==> src/rtl/conv_ctrl_pkg.sv <==
// conv_ctrl_pkg: shared types for the tiled convolution controller.
// FSM state enum, layer config struct and loop-order counter slots.
package conv_ctrl_pkg;

  localparam int CFG_W = 16;
  localparam int NLOOP = 6;

  // Counter chain order, innermost first
  localparam int LP_KX = 0;
  localparam int LP_KY = 1;
  localparam int LP_CO = 2;
  localparam int LP_CI = 3;
  localparam int LP_Y  = 4;
  localparam int LP_X  = 5;

  typedef enum logic [1:0] {
    ST_IDLE  = 2'd0,
    ST_LOAD  = 2'd1,
    ST_RUN   = 2'd2,
    ST_DRAIN = 2'd3
  } ctrl_state_t;

  typedef struct packed {
    logic [CFG_W-1:0] w;
    logic [CFG_W-1:0] h;
    logic [CFG_W-1:0] in_ch;
    logic [CFG_W-1:0] out_ch;
    logic [CFG_W-1:0] k;
    logic [CFG_W-1:0] tile_w;
  } conv_cfg_t;

endpackage

==> src/rtl/wrap_counter.sv <==
// wrap_counter: one loop counter of the convolution nest.
// en advances, clr zeroes, wraps to 0 after max; wrap flags cnt==max.
module wrap_counter #(
  parameter int W = 16
) (
  input  logic         clk,
  input  logic         arst_n_in,
  input  logic         en,
  input  logic         clr,
  input  logic [W-1:0] max,
  output logic [W-1:0] cnt,
  output logic         wrap
);

  logic [W-1:0] cnt_q;
  logic [W-1:0] cnt_d;

  assign cnt  = cnt_q;
  assign wrap = (cnt_q == max);

  always_comb begin
    cnt_d = cnt_q;
    if (clr)
      cnt_d = '0;
    else if (en)
      cnt_d = wrap ? '0 : cnt_q + 1'b1;
  end

  always_ff @(posedge clk or negedge arst_n_in) begin
    if (!arst_n_in)
      cnt_q <= '0;
    else
      cnt_q <= cnt_d;
  end

endmodule

==> src/rtl/conv_ctrl_tiled.sv <==
// conv_ctrl_tiled: tiled 6-deep conv loop sequencer with operand
// handshake, MAC control, psum memory strobes and output tagging.
module conv_ctrl_tiled
  import conv_ctrl_pkg::*;
#(
  parameter int MAX_FM_W = 1024,
  parameter int MAX_FM_H = 1024,
  parameter int MAX_CH   = 64,
  parameter int MAX_K    = 7,
  parameter int CNT_W    = CFG_W,
  parameter int PSUM_AW  = 6
) (
  input  logic               clk,
  input  logic               arst_n_in,
  input  logic               start,
  input  logic [CNT_W-1:0]   cfg_w,
  input  logic [CNT_W-1:0]   cfg_h,
  input  logic [CNT_W-1:0]   cfg_in_ch,
  input  logic [CNT_W-1:0]   cfg_out_ch,
  input  logic [CNT_W-1:0]   cfg_k,
  input  logic [CNT_W-1:0]   cfg_tile_w,
  output logic               running,
  output logic               cfg_err,
  input  logic               data_ready,
  input  logic               a_valid,
  input  logic               b_valid,
  output logic               a_ready,
  output logic               b_ready,
  output logic               int_mem_re,
  output logic               write_a,
  output logic               write_b,
  output logic [CNT_W-1:0]   kx_out,
  output logic [CNT_W-1:0]   ky_out,
  output logic [CNT_W-1:0]   inch_out,
  output logic [CNT_W-1:0]   outch_out,
  output logic [CNT_W-1:0]   x_out,
  output logic [CNT_W-1:0]   y_out,
  output logic               mac_valid,
  output logic               mac_accumulate_internal,
  output logic               mac_accumulate_with_0,
  output logic               mem_re,
  output logic               mem_we,
  output logic [PSUM_AW-1:0] mem_read_addr,
  output logic [PSUM_AW-1:0] mem_write_addr,
  output logic               output_valid,
  output logic [CNT_W-1:0]   output_x,
  output logic [CNT_W-1:0]   output_y,
  output logic [CNT_W-1:0]   output_ch,
  output logic               tile_done,
  output logic               layer_done
);

  ctrl_state_t state_q, state_d;
  conv_cfg_t   cfg_q, cfg_d;

  logic [CNT_W-1:0] base_q, base_d;
  logic [CNT_W-1:0] rem, cur_tw, km1;
  logic             cfg_ok, accept;
  logic             step, tile_end, last_tile;

  logic [NLOOP-1:0] cen, cwrap;
  logic [CNT_W-1:0] cmax [NLOOP];
  logic [CNT_W-1:0] cval [NLOOP];

  logic             mac_valid_q;
  logic [CNT_W-1:0] mac_kx_q, mac_ky_q, mac_ci_q;
  logic [CNT_W-1:0] mac_co_q, mac_x_q, mac_y_q;
  logic             mac_last_kk, mac_last_all;

  logic               cfg_err_q;
  logic               mem_we_q;
  logic [PSUM_AW-1:0] mem_waddr_q;
  logic               out_valid_q;
  logic [CNT_W-1:0]   out_x_q, out_y_q, out_ch_q;

  always_comb begin
    cfg_ok = (cfg_w != '0) && (cfg_h != '0)
          && (cfg_in_ch != '0) && (cfg_out_ch != '0)
          && (cfg_k != '0) && (cfg_tile_w != '0)
          && (cfg_w <= CNT_W'(MAX_FM_W))
          && (cfg_h <= CNT_W'(MAX_FM_H))
          && (cfg_in_ch <= CNT_W'(MAX_CH))
          && (cfg_out_ch <= CNT_W'(MAX_CH))
          && (cfg_k <= CNT_W'(MAX_K))
          && (cfg_tile_w <= cfg_w);
  end

  // Current tile is clipped to the columns left in the layer
  always_comb begin
    rem       = cfg_q.w - base_q;
    last_tile = (rem <= cfg_q.tile_w);
    cur_tw    = last_tile ? rem : cfg_q.tile_w;
    km1       = cfg_q.k - 1'b1;
  end

  always_comb begin
    cmax[LP_KX] = km1;
    cmax[LP_KY] = km1;
    cmax[LP_CO] = cfg_q.out_ch - 1'b1;
    cmax[LP_CI] = cfg_q.in_ch - 1'b1;
    cmax[LP_Y]  = cfg_q.h - 1'b1;
    cmax[LP_X]  = cur_tw - 1'b1;
  end

  always_comb begin
    cen[0] = step;
    for (int i = 1; i < NLOOP; i++)
      cen[i] = cen[i-1] & cwrap[i-1];
  end

  assign tile_end = cen[LP_X] & cwrap[LP_X];

  for (genvar i = 0; i < NLOOP; i++) begin : g_cnt
    wrap_counter #(.W(CNT_W)) u_cnt (
      .clk       (clk),
      .arst_n_in (arst_n_in),
      .en        (cen[i]),
      .clr       (accept),
      .max       (cmax[i]),
      .cnt       (cval[i]),
      .wrap      (cwrap[i])
    );
  end

  always_ff @(posedge clk or negedge arst_n_in) begin
    if (!arst_n_in)
      state_q <= ST_IDLE;
    else
      state_q <= state_d;
  end

  always_comb begin
    state_d = state_q;
    unique case (state_q)
      ST_IDLE:  if (start && cfg_ok) state_d = ST_LOAD;
      ST_LOAD:  if (data_ready) state_d = ST_RUN;
      ST_RUN:   if (tile_end) state_d = ST_DRAIN;
      ST_DRAIN: state_d = last_tile ? ST_IDLE : ST_LOAD;
      default:  state_d = ST_IDLE;
    endcase
  end

  always_comb begin
    running    = (state_q != ST_IDLE);
    a_ready    = (state_q == ST_RUN);
    b_ready    = a_ready;
    step       = a_ready && a_valid && b_valid;
    tile_done  = (state_q == ST_DRAIN);
    layer_done = tile_done && last_tile;
    accept     = (state_q == ST_IDLE) && start && cfg_ok;
  end

  always_comb begin
    cfg_d  = cfg_q;
    base_d = base_q;
    if (accept) begin
      cfg_d = '{w: cfg_w, h: cfg_h, in_ch: cfg_in_ch,
                out_ch: cfg_out_ch, k: cfg_k,
                tile_w: cfg_tile_w};
      base_d = '0;
    end else if (tile_done && !last_tile) begin
      base_d = base_q + cfg_q.tile_w;
    end
  end

  always_ff @(posedge clk or negedge arst_n_in) begin
    if (!arst_n_in) begin
      cfg_q     <= '0;
      base_q    <= '0;
      cfg_err_q <= 1'b0;
    end else begin
      cfg_q     <= cfg_d;
      base_q    <= base_d;
      cfg_err_q <= (state_q == ST_IDLE) && start && !cfg_ok;
    end
  end

  assign kx_out     = cval[LP_KX];
  assign ky_out     = cval[LP_KY];
  assign inch_out   = cval[LP_CI];
  assign outch_out  = cval[LP_CO];
  assign y_out      = cval[LP_Y];
  assign x_out      = base_q + cval[LP_X];
  assign int_mem_re = step;
  assign write_a    = step;
  assign write_b    = step;
  assign cfg_err    = cfg_err_q;

  // A new psum group starts at kx=ky=0: fetch its running sum
  assign mem_re = step && (cval[LP_KX] == '0)
               && (cval[LP_KY] == '0);
  assign mem_read_addr = cval[LP_CO][PSUM_AW-1:0];

  always_ff @(posedge clk or negedge arst_n_in) begin
    if (!arst_n_in) begin
      mac_valid_q <= 1'b0;
      mac_kx_q    <= '0;
      mac_ky_q    <= '0;
      mac_ci_q    <= '0;
      mac_co_q    <= '0;
      mac_x_q     <= '0;
      mac_y_q     <= '0;
    end else begin
      mac_valid_q <= step;
      if (step) begin
        mac_kx_q <= kx_out;
        mac_ky_q <= ky_out;
        mac_ci_q <= inch_out;
        mac_co_q <= outch_out;
        mac_x_q  <= x_out;
        mac_y_q  <= y_out;
      end
    end
  end

  always_comb begin
    mac_last_kk  = mac_valid_q && (mac_kx_q == km1)
                && (mac_ky_q == km1);
    mac_last_all = mac_last_kk
                && (mac_ci_q == cfg_q.in_ch - 1'b1);
  end

  // Gated by mac_valid so idle/reset cycles drive all zeros
  assign mac_valid = mac_valid_q;
  assign mac_accumulate_internal = mac_valid_q
    && !((mac_kx_q == '0) && (mac_ky_q == '0));
  assign mac_accumulate_with_0 = mac_valid_q
    && (mac_ci_q == '0) && (mac_kx_q == '0)
    && (mac_ky_q == '0);

  always_ff @(posedge clk or negedge arst_n_in) begin
    if (!arst_n_in) begin
      mem_we_q    <= 1'b0;
      mem_waddr_q <= '0;
      out_valid_q <= 1'b0;
      out_x_q     <= '0;
      out_y_q     <= '0;
      out_ch_q    <= '0;
    end else begin
      mem_we_q    <= mac_last_kk;
      out_valid_q <= mac_last_all;
      if (mac_last_kk)
        mem_waddr_q <= mac_co_q[PSUM_AW-1:0];
      if (mac_last_all) begin
        out_x_q  <= mac_x_q;
        out_y_q  <= mac_y_q;
        out_ch_q <= mac_co_q;
      end
    end
  end

  assign mem_we         = mem_we_q;
  assign mem_write_addr = mem_waddr_q;
  assign output_valid   = out_valid_q;
  assign output_x       = out_x_q;
  assign output_y       = out_y_q;
  assign output_ch      = out_ch_q;

endmodule

==> config.mk <==
export PLATFORM = sky130hd
export DESIGN_NAME = conv_ctrl_tiled
export DESIGN_NICKNAME = d
export VERILOG_FILES = /design/src/rtl/conv_ctrl_pkg.sv /design/src/rtl/wrap_counter.sv /design/src/rtl/conv_ctrl_tiled.sv
export SDC_FILE = /design/constraint.sdc
export NUM_CORES = 1
export LEC_CHECK = 0
export CORE_ASPECT_RATIO = 0.8
export CORE_MARGIN = 4
export CORE_UTILIZATION = 52
export DETAILED_ROUTE_END_ITERATION = 10
export PLACE_DENSITY_LB_ADDON = 0.1
export SYNTH_ARGS = -nofsm -noshare
export SYNTH_HDL_FRONTEND = slang
export SYNTH_HIERARCHICAL = 1
export SYNTH_SLANG_ARGS = --single-unit
==> constraint.sdc <==
create_clock -name clk -period 6.9 [get_ports clk]
set_clock_uncertainty 0.1 [all_clocks]
set_input_delay 1.38 -clock clk [delete_from_list [all_inputs] [get_ports clk]]
set_output_delay 1.38 -clock clk [all_outputs]
set_load 0.03 [all_outputs]
* After elaboration in Yosys (flattened, before gate mapping)
Index checks and enable logic that the tools add are counted.
** Word-level totals
- Bits in registers :: 364
- Input port bits :: 102
- Output and inout bits :: 171
- Word-level logic and storage cells :: 149
** Operators by class
- Add/subtract/negate cells :: 14
- Magnitude comparators :: 7
- Equal/unequal tests :: 15
- Muxes and demuxes :: 26
- Bitwise operators :: 6
- Reductions and logical operators :: 53
** Operator list (number)
- 16-bit two-way mux :: 21
- 16-bit equality test :: 9
- 16-bit by 1-bit adder with 16-bit output (second input constant) :: 6
- 16-bit nonzero test :: 6
- 16-bit zero test :: 5
- 16-bit by 1-bit subtractor with 16-bit output (second input constant) :: 5
- 16-bit adder :: 2
- 16-bit by 11-bit less-or-equal comparator with 1-bit output (second input constant) :: 2
- 16-bit less-or-equal comparator :: 2
- 16-bit by 7-bit less-or-equal comparator with 1-bit output (second input constant) :: 2
- 1-bit logical AND :: 29
- 16-bit by 3-bit less-or-equal comparator with 1-bit output (second input constant) :: 1
- 2-bit nonzero test :: 8
- 16-bit subtractor :: 1
- 2-bit one-hot mux with 4 select lines :: 1
- 1-bit AND :: 6
- 2-bit two-way mux :: 3
- 2-bit equality test (second input constant) :: 2
- 2-bit != test (second input constant) :: 2
- 1-bit zero test :: 3
- 3-bit AND reduction :: 1
- 2-bit by 1-bit equality test with 1-bit output (second input constant) :: 1
- 2-bit zero test :: 1
- 2-bit by 1-bit != test with 1-bit output (second input constant) :: 1
- 1-bit two-way mux :: 1

* Longest topological paths before layout
Gate-level depths: netlist of the first run.
- Word-level depth :: 15
- Depth in mapped cells :: 35
- Mapped depth without buffers :: 31

* Modules after synthesis
The synthesis of the first run kept the hierarchy.
** Modules (own cells, without submodules)
- conv_ctrl_tiled :: instances 1, cells an instance 1653, area each 15506.1 µm², seq. area each 6706.4 µm²
- wrap_counter :: instances 6, cells an instance 129, area each 1256.2 µm², seq. area each 400.4 µm²

* Least setup slack after synthesis of the first run
No wires, ideal clock.
- Path kind :: register to register
- Start point :: reg base_q[7]
- End point :: reg state_q[0]
- Setup time :: 131 ps
- Data arrival time :: 6949 ps
- Data required time :: 6669 ps
- Path slack :: -280 ps
- Stages on the path, launching flop included :: 35
- Buffers on the path :: 4
- Period minus slack after synthesis :: 7180 ps
- Cells stage by stage :: dfrtp_1 inv_1 ha_1 a21o_1 a21oi_1 a2bb2oi_1 o311ai_0 a2111o_1 a31oi_1 xnor2_1 ha_1 nand4_1 nor4_1 a21o_1 clkbuf_1 clkbuf_1 buf_1 nand2_1 o21ai_0 ha_1 inv_1 or3_1 xnor2_1 nor2_1 a21oi_1 xnor2_1 nand4_1 nor4_4 buf_6 nand2_1 a21oi_1 nand3_1 a2bb2oi_1 nor4b_1 a21oi_1
** RTL lines
- start: declaration :: RTL line conv_ctrl_tiled.sv:56 : logic [CNT_W-1:0] base_q, base_d;
- start signal: assignment :: RTL line conv_ctrl_tiled.sv:173 : base_q <= base_d;
- end signal: assignment :: RTL line conv_ctrl_tiled.sv:129 : state_q <= state_d;
- end: declaration :: RTL line conv_ctrl_tiled.sv:53 : ctrl_state_t state_q, state_d;

* Worst setup path in the final report of the first run
- Start point :: reg base_q[2]
- End point :: out layer_done
** On the way
- Longest elaborated chain between the ends :: 3
** Ends and longest elaborated chain
- 16-bit subtractor :: RTL line conv_ctrl_tiled.sv:90 : rem = cfg_q.w - base_q;
- 16-bit less-or-equal comparator :: RTL line conv_ctrl_tiled.sv:91 : last_tile = (rem <= cfg_q.tile_w);
- 1-bit logical AND :: RTL line conv_ctrl_tiled.sv:149 : layer_done = tile_done && last_tile;
- end: declaration :: RTL line conv_ctrl_tiled.sv:50 : output logic layer_done
No other way between the ends.

==> key figures, run 1 <==
Timing
  • Worst rel slew slack: 27.64%
  • Hold Fails Final Rpt: 0
  • Minimum clock period: 6.593 ns
  • Final worst path period share: 95.56%
  • # setup viols final: 0
  • Slew @ Worst Pin: approximately 1.1 ns
  • Peak Freq: 151.7 MHz
  • Setup TNS: 0 ns
  • Final WS setup: a little over 0.3 ns
  • Final Max Tran Viols: 0

Clock tree
  • CTS root buf: clkbuf_16
  • Clock slew at reported path FFs: roughly 0.060 ns
  • Longest Clk Path Bufs: 3
  • Post-CTS Setup Bufs: 0
  • TritonCTS buffer count: 40
  • Hold_buf cts: 0
  • Clk_lat worst skew: 0.56 ns
  • Htree depth: 2
  • CTS tree: built
  • CTS sink cnt: 364

Routing
  • Vias per cell: 5.815
  • Routed wire length: 66,930 µm
  • Routed vias: approximately 19k
  • Drt wl/cell: between 20 and 25 µm
  • Initial DRC Count: between 1.5k and 2k
  • Post-route ant nets: 0
  • First-pass detailed-route iteration total: 5
  • DRC viols: 0

Floorplan
  • Count of boundary I/O pins: 273
  • Die X: 243.4 µm
  • Die ar.: ~48,000 µm²
  • Cell Rows: 68
  • DIE HEIGHT: 196.3 µm
  • Core area: 43,480 µm²
  • Initial Util: 53.00%

Placement
  • DP Worst Slack: 0.01837 ns
  • Input/output buffers: 272
  • Detail Placement HPWL: between 40,000 and 50,000 µm
  • GPL Wtd Cong: between 0.9 and 1

GRT
  • Overflow after GRT: 0
  • Wire length of the first global-routing pass: approximately 110,000 µm
  • Pin count of the biggest net entering global routing: between 150 and 200
  • Number of global-route vias before repair: between 15k and 20k
  • Initial antenna violation count: 1
  • GRT Overall Usage: 27.70%

Critical path
  • Req. time, crit path: 5.42 ns
  • Startpoint types: flip-flop
  • Worst r2r path cells: 29
  • Worst Path Max Fanout: 22
  • CP Capture Type: output port
  • WS Path Type: flip-flop to output port
  • CP arrival: 5.11 ns

Flow run
  • Max-Cap Viols: 0

Synthesis
  • Asr flop ratio synth: 100.0%
  • Seq/Total Area, Yosys: 39.53%
  • Post-Syn Instances: about 2.4k
  • Top FF cell, synth: dfrtp_1
  • Yosys warns: 6
  • Distinct cell type count after synthesis: 72
  • Post-synth EDFFs: 0
  • Yosys reg bits: 364
  • Mapped cell area: roughly 23,000 µm²
  • Avg Synthesized Cell Area: ~9.5 µm²
  • Syn_nets: approximately 2.6k

Finish
  • FF+latch area: 9109 µm²
  • Fill count: approximately 3.6k
  • Final #Nets: between 2k and 3k
  • Area added between synthesis and finish: 19.44%
  • Multi-input logic area: 12,940 µm²
  • Ant diodes: 0
  • Layout cells sized above 1: 10.82%

Power
  • Leakage: 12.16 nW
  • Max VDD drop: 0.1872 mV
  • Pwr Density: 201.0 nW/µm²
  • Power, Total: 0.005534 W

Worst hold path
  • Hold path cells: 2
  • Min-delay worst type: flip-flop to flip-flop

Outcome
  • Status: finished clean
## through the flow
step | cells | instance area, µm² | utilization [%] | hold slack, ns
2_1_floorplan | 2427 | 23050 | - | 0.3391
3_3_place_gp | 3193 | 26130 | 60.11 | 0.3525
3_5_place_dp | 3193 | 26130 | 60.11 | 0.3604
4_1_cts | 3267 | 27470 | 63.18 | 0.3753
5_1_grt | 3267 | 27520 | 63.31 | 0.4001
6_report | 3267 | 27520 | 63.31 | 0.3750
## routing by layer
layer / vias up / share of wire, % / GRT usage [%]
met3: 90 / 6.4 / 5.152
met1: 9357 / 48 / 41.73
met4: 2 / 2.0 / 6.004
met2: 573 / 44 / 41.77
met5: - / 0.030 / 0
li1: 8977 / - / -
## what timing repair did
action	4_1_cts	5_1_grt
pin swaps	0	0
resized for setup	1	14
endpoints found under the setup margin	2	19
## cells in the mapped netlist, types with 17 or more instances
cell       count  area [µm²]
ha_1          93        1164
nor3_1        67       335.3
or4_1         17       127.6
xnor2_1      178        1559
or3_1         18       112.6
mux2i_1       61       610.6
nand2_1      408        1531
dfrtp_1      364        9109
mux2_4        20       300.3
a21oi_1       49       245.2
inv_1        105       394.1
mux2_2        49       551.8
nor2_1       161       604.3
mux2_1        28       315.3
a2111oi_2     36       540.5
nand4_1       65       406.6
nor4_1        62       387.9
nand2b_1      19       118.9
a211oi_1      35       262.8
nor2b_1       49       306.5
clkbuf_1      78       292.8
xor2_1        67       586.8
nor4_2        31       387.9
o21ai_0       62       310.3
nand3_1       42       210.2
## area by class of cell
type                    count  share of cell area [%]
multi-input cells        1827                   47.01
flip-flops and latches    364                   33.09
repair buffers            301                   10.90
clock buffers              56                   4.223
well taps                 595                   2.705
inverters                 106                   1.455
clock inverters            18                  0.6137
## power by group
| part | switching (W) | total [W] | internal, W |
|---|---|---|---|
| clock | 0.000926 | 0.00219 | 0.00126 |
| sequential | 0.000151 | 0.00239 | 0.00224 |
| combinational | 0.000571 | 0.000953 | 0.000382 |
## worst paths after layout
| kind | slack, ns | start | end |
|---|---|---|---|
| max | 0.31 | base_q[2] | layer_done |
| min | 0.37 | mac_co_q[11] | mac_co_q[11] |
| max reg2reg | 0.32 | base_q[2] | state_q[0] |
| min reg2reg | 0.37 | mac_co_q[11] | mac_co_q[11] |
| max in group asynchronous | 4.62 | arst_n_in | g_cnt[4].u_cnt/cnt[12] |
| min in group asynchronous | 0.70 | arst_n_in | g_cnt[3].u_cnt/cnt[13] |
## sequential cells by signal, summed over array words and instances, names as in the netlist, 2 cells and up
signal,count
output_ch,16
mac_ci_q,16
g_cnt.u_cnt/cnt,96
mac_co_q,16
mac_ky_q,16
mac_x_q,16
mac_kx_q,16
output_y,16
mem_write_addr,6
state_q,2
base_q,16
output_x,16
mac_y_q,16
cfg_q,96
## kinds of logic after synthesis
| group | after synthesis | synth area share [%] |
|---|---|---|
| buffers and inverters | 236 | 4.659 |
| flip-flops | 364 | 39.53 |
| AND/OR/NAND/NOR | 1022 | 23.04 |
| XOR/XNOR | 251 | 9.736 |
| AO/OA/AOI/OAI | 300 | 10.01 |
| multiplexers | 158 | 7.716 |
| adder cells (fa/ha/maj) | 96 | 5.310 |
## layout by cell type, fill, tap and decap left out, types with 8 or more instances in the layout
cell type	Yosys	final
ha_1	93	92
o21a_1	13	13
a21oi_1	49	48
nor4_1	62	60
inv_1	105	105
mux2_1	28	28
nor3_1	67	65
mux2_2	49	49
o32ai_1	12	12
clkbuf_16	0	41
or4_1	17	17
a2111oi_2	36	36
nand2b_1	19	19
dfrtp_1	364	364
a21o_1	14	13
or3_1	18	18
nand4_1	65	65
nand3_1	42	41
nor2b_1	49	49
clkdlybuf4s50_1	0	271
o21ai_0	62	61
a211oi_1	35	34
nand3b_1	12	12
and2_1	11	11
and3_1	14	14
o211ai_1	13	13
xor2_1	67	67
a2111oi_0	15	15
nor2_1	161	161
nor4_2	31	33
mux2_4	20	20
xnor2_1	178	178
nand2_1	408	408
nand4_2	13	13
buf_4	15	24
mux2i_1	61	59
clkbuf_8	0	8
## worst max-delay path, cell delays in order, from the launching register on
cell,delay (ns)
dfrtp_1,0.41
inv_1,0.10
ha_1,0.34
nor2b_1,0.18
o31a_1,0.29
o21ai_0,0.43
or4b_2,0.63
o211ai_1,0.17
ha_1,0.30
nand3_1,0.07
a21oi_1,0.07
a211oi_2,0.26
a21o_2,0.25
buf_6,0.25
and2_1,0.15
clkdlybuf4s50_1,0.67
No activity file was read; power rests on OpenSTA's default activity.
==> run 2, diff against run 1 <==
--- a/config.mk
+++ b/config.mk
@@ -6,10 +6,11 @@
 export NUM_CORES = 1
 export LEC_CHECK = 0
 export CORE_ASPECT_RATIO = 0.8
-export CORE_MARGIN = 4
+export CORE_MARGIN = 5
 export CORE_UTILIZATION = 52
 export DETAILED_ROUTE_END_ITERATION = 10
 export PLACE_DENSITY_LB_ADDON = 0.1
+export SLEW_MARGIN = 10
 export SYNTH_ARGS = -nofsm -noshare
 export SYNTH_HDL_FRONTEND = slang
 export SYNTH_HIERARCHICAL = 1
==> key figures, run 2 (synthesis results as in run 1) <==
Outcome
  • Status: finished clean

Placement
  • Input/output buffers: 272
  • Detail Placement HPWL: 49,480 µm
  • Placed Area: ~26,000 µm²
  • GPL Wtd Cong: 0.9375

Critical path
  • Req. time, crit path: between 5 and 6 ns
  • Crit-path slowest cell: clkdlybuf4s50_1
  • CP arrival: around 5.1 ns
  • Ordered cell list for the critical path: inv_1 > ha_1 > a21o_1 > a21oi_2 > a2bb2oi_2 > o311ai_1 > buf_4 > a2111o_1 > a31oi_1 > xnor2_1 > ha_1 > nand4_1 > a21oi_1 > a211oi_1 > a21o_1 > buf_4 > and2_1 > clkdlybuf4s50_1
  • Slowest Stage Delay on Critical Path: approximately 0.67 ns
  • CP Capture Type: output port
  • Startpoint types: flip-flop
  • WS Path Type: flip-flop to output port
  • Worst Path Max Fanout: 12

Clock tree
  • Clk_lat worst skew: 0.57 ns
  • CTS sink cnt: 364
  • TritonCTS buffer count: 41
  • CTS tree: built
  • Longest Clk Path Bufs: 3
  • CTS root buf: clkbuf_16
  • Clock slew at reported path FFs: 0.06 ns
  • Htree depth: 2

Routing
  • First-pass detailed-route iteration total: 5
  • DRC viols: 0
  • Routed vias: 19.19k
  • Routed wire length: 68,170 µm
  • Initial DRC Count: approximately 1.5k
  • Drt wl/cell: 20.77 µm
  • Post-route ant nets: 0
  • Vias per cell: 5.846

Finish
  • Final #Nets: 2,847
  • Commonest non-fill, non-tap cell in the layout: nand2_1
  • Area added between synthesis and finish: 20.05%
  • Layout cells sized above 1: 11.12%
  • Most frequent cells in the layout: nand2_1 (408), dfrtp_1 (363), clkdlybuf4s50_1 (271)
  • Ant diodes: 0
  • Fin area: 27,660 µm²

Floorplan
  • Die ar.: 48,650 µm²
  • Count of boundary I/O pins: 273
  • Initial Util: 52.23%
  • DIE HEIGHT: 198.3 µm
  • Cell Rows: between 60 and 70
  • Core area: 44,120 µm²
  • Die X: 245.4 µm

GRT
  • Number of global-route vias before repair: 18.68k
  • Overflow after GRT: 0
  • Pin count of the biggest net entering global routing: 143
  • Initial antenna violation count: 2
  • Wire length of the first global-routing pass: 107,000 µm
  • GRT Overall Usage: 27.30%

Timing
  • Peak Freq: about 150 MHz
  • Setup TNS: 0 ns
  • Minimum clock period: 6.571 ns
  • Hold Fails Final Rpt: 0
  • Slew @ Worst Pin: roughly 1.1 ns
  • # setup viols final: 0
  • Final Max Tran Viols: 0
  • Hold slack: 0.3733 ns
  • Worst rel slew slack: approximately 28%
  • Final worst path period share: 95.23%

Worst hold path
  • Min-delay worst type: flip-flop to flip-flop

Flow run
  • Max-Cap Viols: 0

Power
  • Leakage: roughly 12 nW
  • Max VDD drop: 0.2332 mV
  • Pwr Density: between 200 and 250 nW/µm²
[run 2: final cells by class]
cell class | count | area (µm²)
clock buffers | 58 | 1232
clock inverters | 15 | 170.2
fillers | 3678 | 16450
inverters | 106 | 400.4
multi-input cells | 1827 | 12940
flip-flops and latches | 364 | 9110
well taps | 603 | 754.5
repair buffers | 309 | 3055
[run 2: repair_timing]
action / CTS / global route
setup buffers: 0 / 7
hold buffers: 0 / 0
pin swaps: 0 / 5
endpoints found under the setup margin: 2 / 3
gates cloned: 0 / 0
resized for setup: 1 / 15
[run 2: where the power goes]
part | switching (W) | total, W | leakage (nW) | internal, W
clock network | 0.000918 | 0.00228 | 0.697 | 0.00136
logic | 0.000574 | 0.000958 | 6.76 | 0.000384
registers | 0.000158 | 0.00240 | 4.79 | 0.00224
total | 0.00165 | 0.00564 | 12.2 | 0.00399
[run 2: per-layer routing]
metal | track usage (%) | part of all wire (%)
met1 | 40.93 | 48
met2 | 40.50 | 43
met3 | 5.978 | 7.0
met4 | 6.775 | 2.0
met5 | 0 | 0.040
[run 2: per-stage QoR]
stage	setup WS [ns]	power, W	cells	util [%]
floorplan	0.008116	0.002947	2427	-
global placement	0.2151	0.003359	3202	59.28
detailed placement	-0.1125	0.003382	3202	59.28
CTS	0.01605	0.005682	3275	62.47
global route	-0.03693	0.005876	3282	62.70
finish	0.3292	0.005636	3282	62.70
[run 2: worst paths after layout]
path	from	end	slack [ns]	cells after the start
min in group asynchronous	arst_n_in	g_cnt[3].u_cnt/cnt[2]	0.76	1
max reg2reg	base_q[7]	state_q[0]	0.33	32
min reg2reg	mac_y_q[2]	mac_y_q[2]	0.37	2
max	base_q[7]	layer_done	0.33	18
min	mac_y_q[2]	mac_y_q[2]	0.37	2
max in group asynchronous	arst_n_in	g_cnt[4].u_cnt/cnt[11]	4.65	2
[run 2: worst max-delay path: cells and delay by family, from the launching register on]
kind / cells / cell delay (ns)
buffers and inverters: 4 / 1.16
xor gates and xnor gates: 1 / 0.17
AOI/OAI and AO/OA: 9 / 1.90
DFF: 1 / 0.38
adders and majority gates: 2 / 0.63
and+or+nand+nor: 2 / 0.28
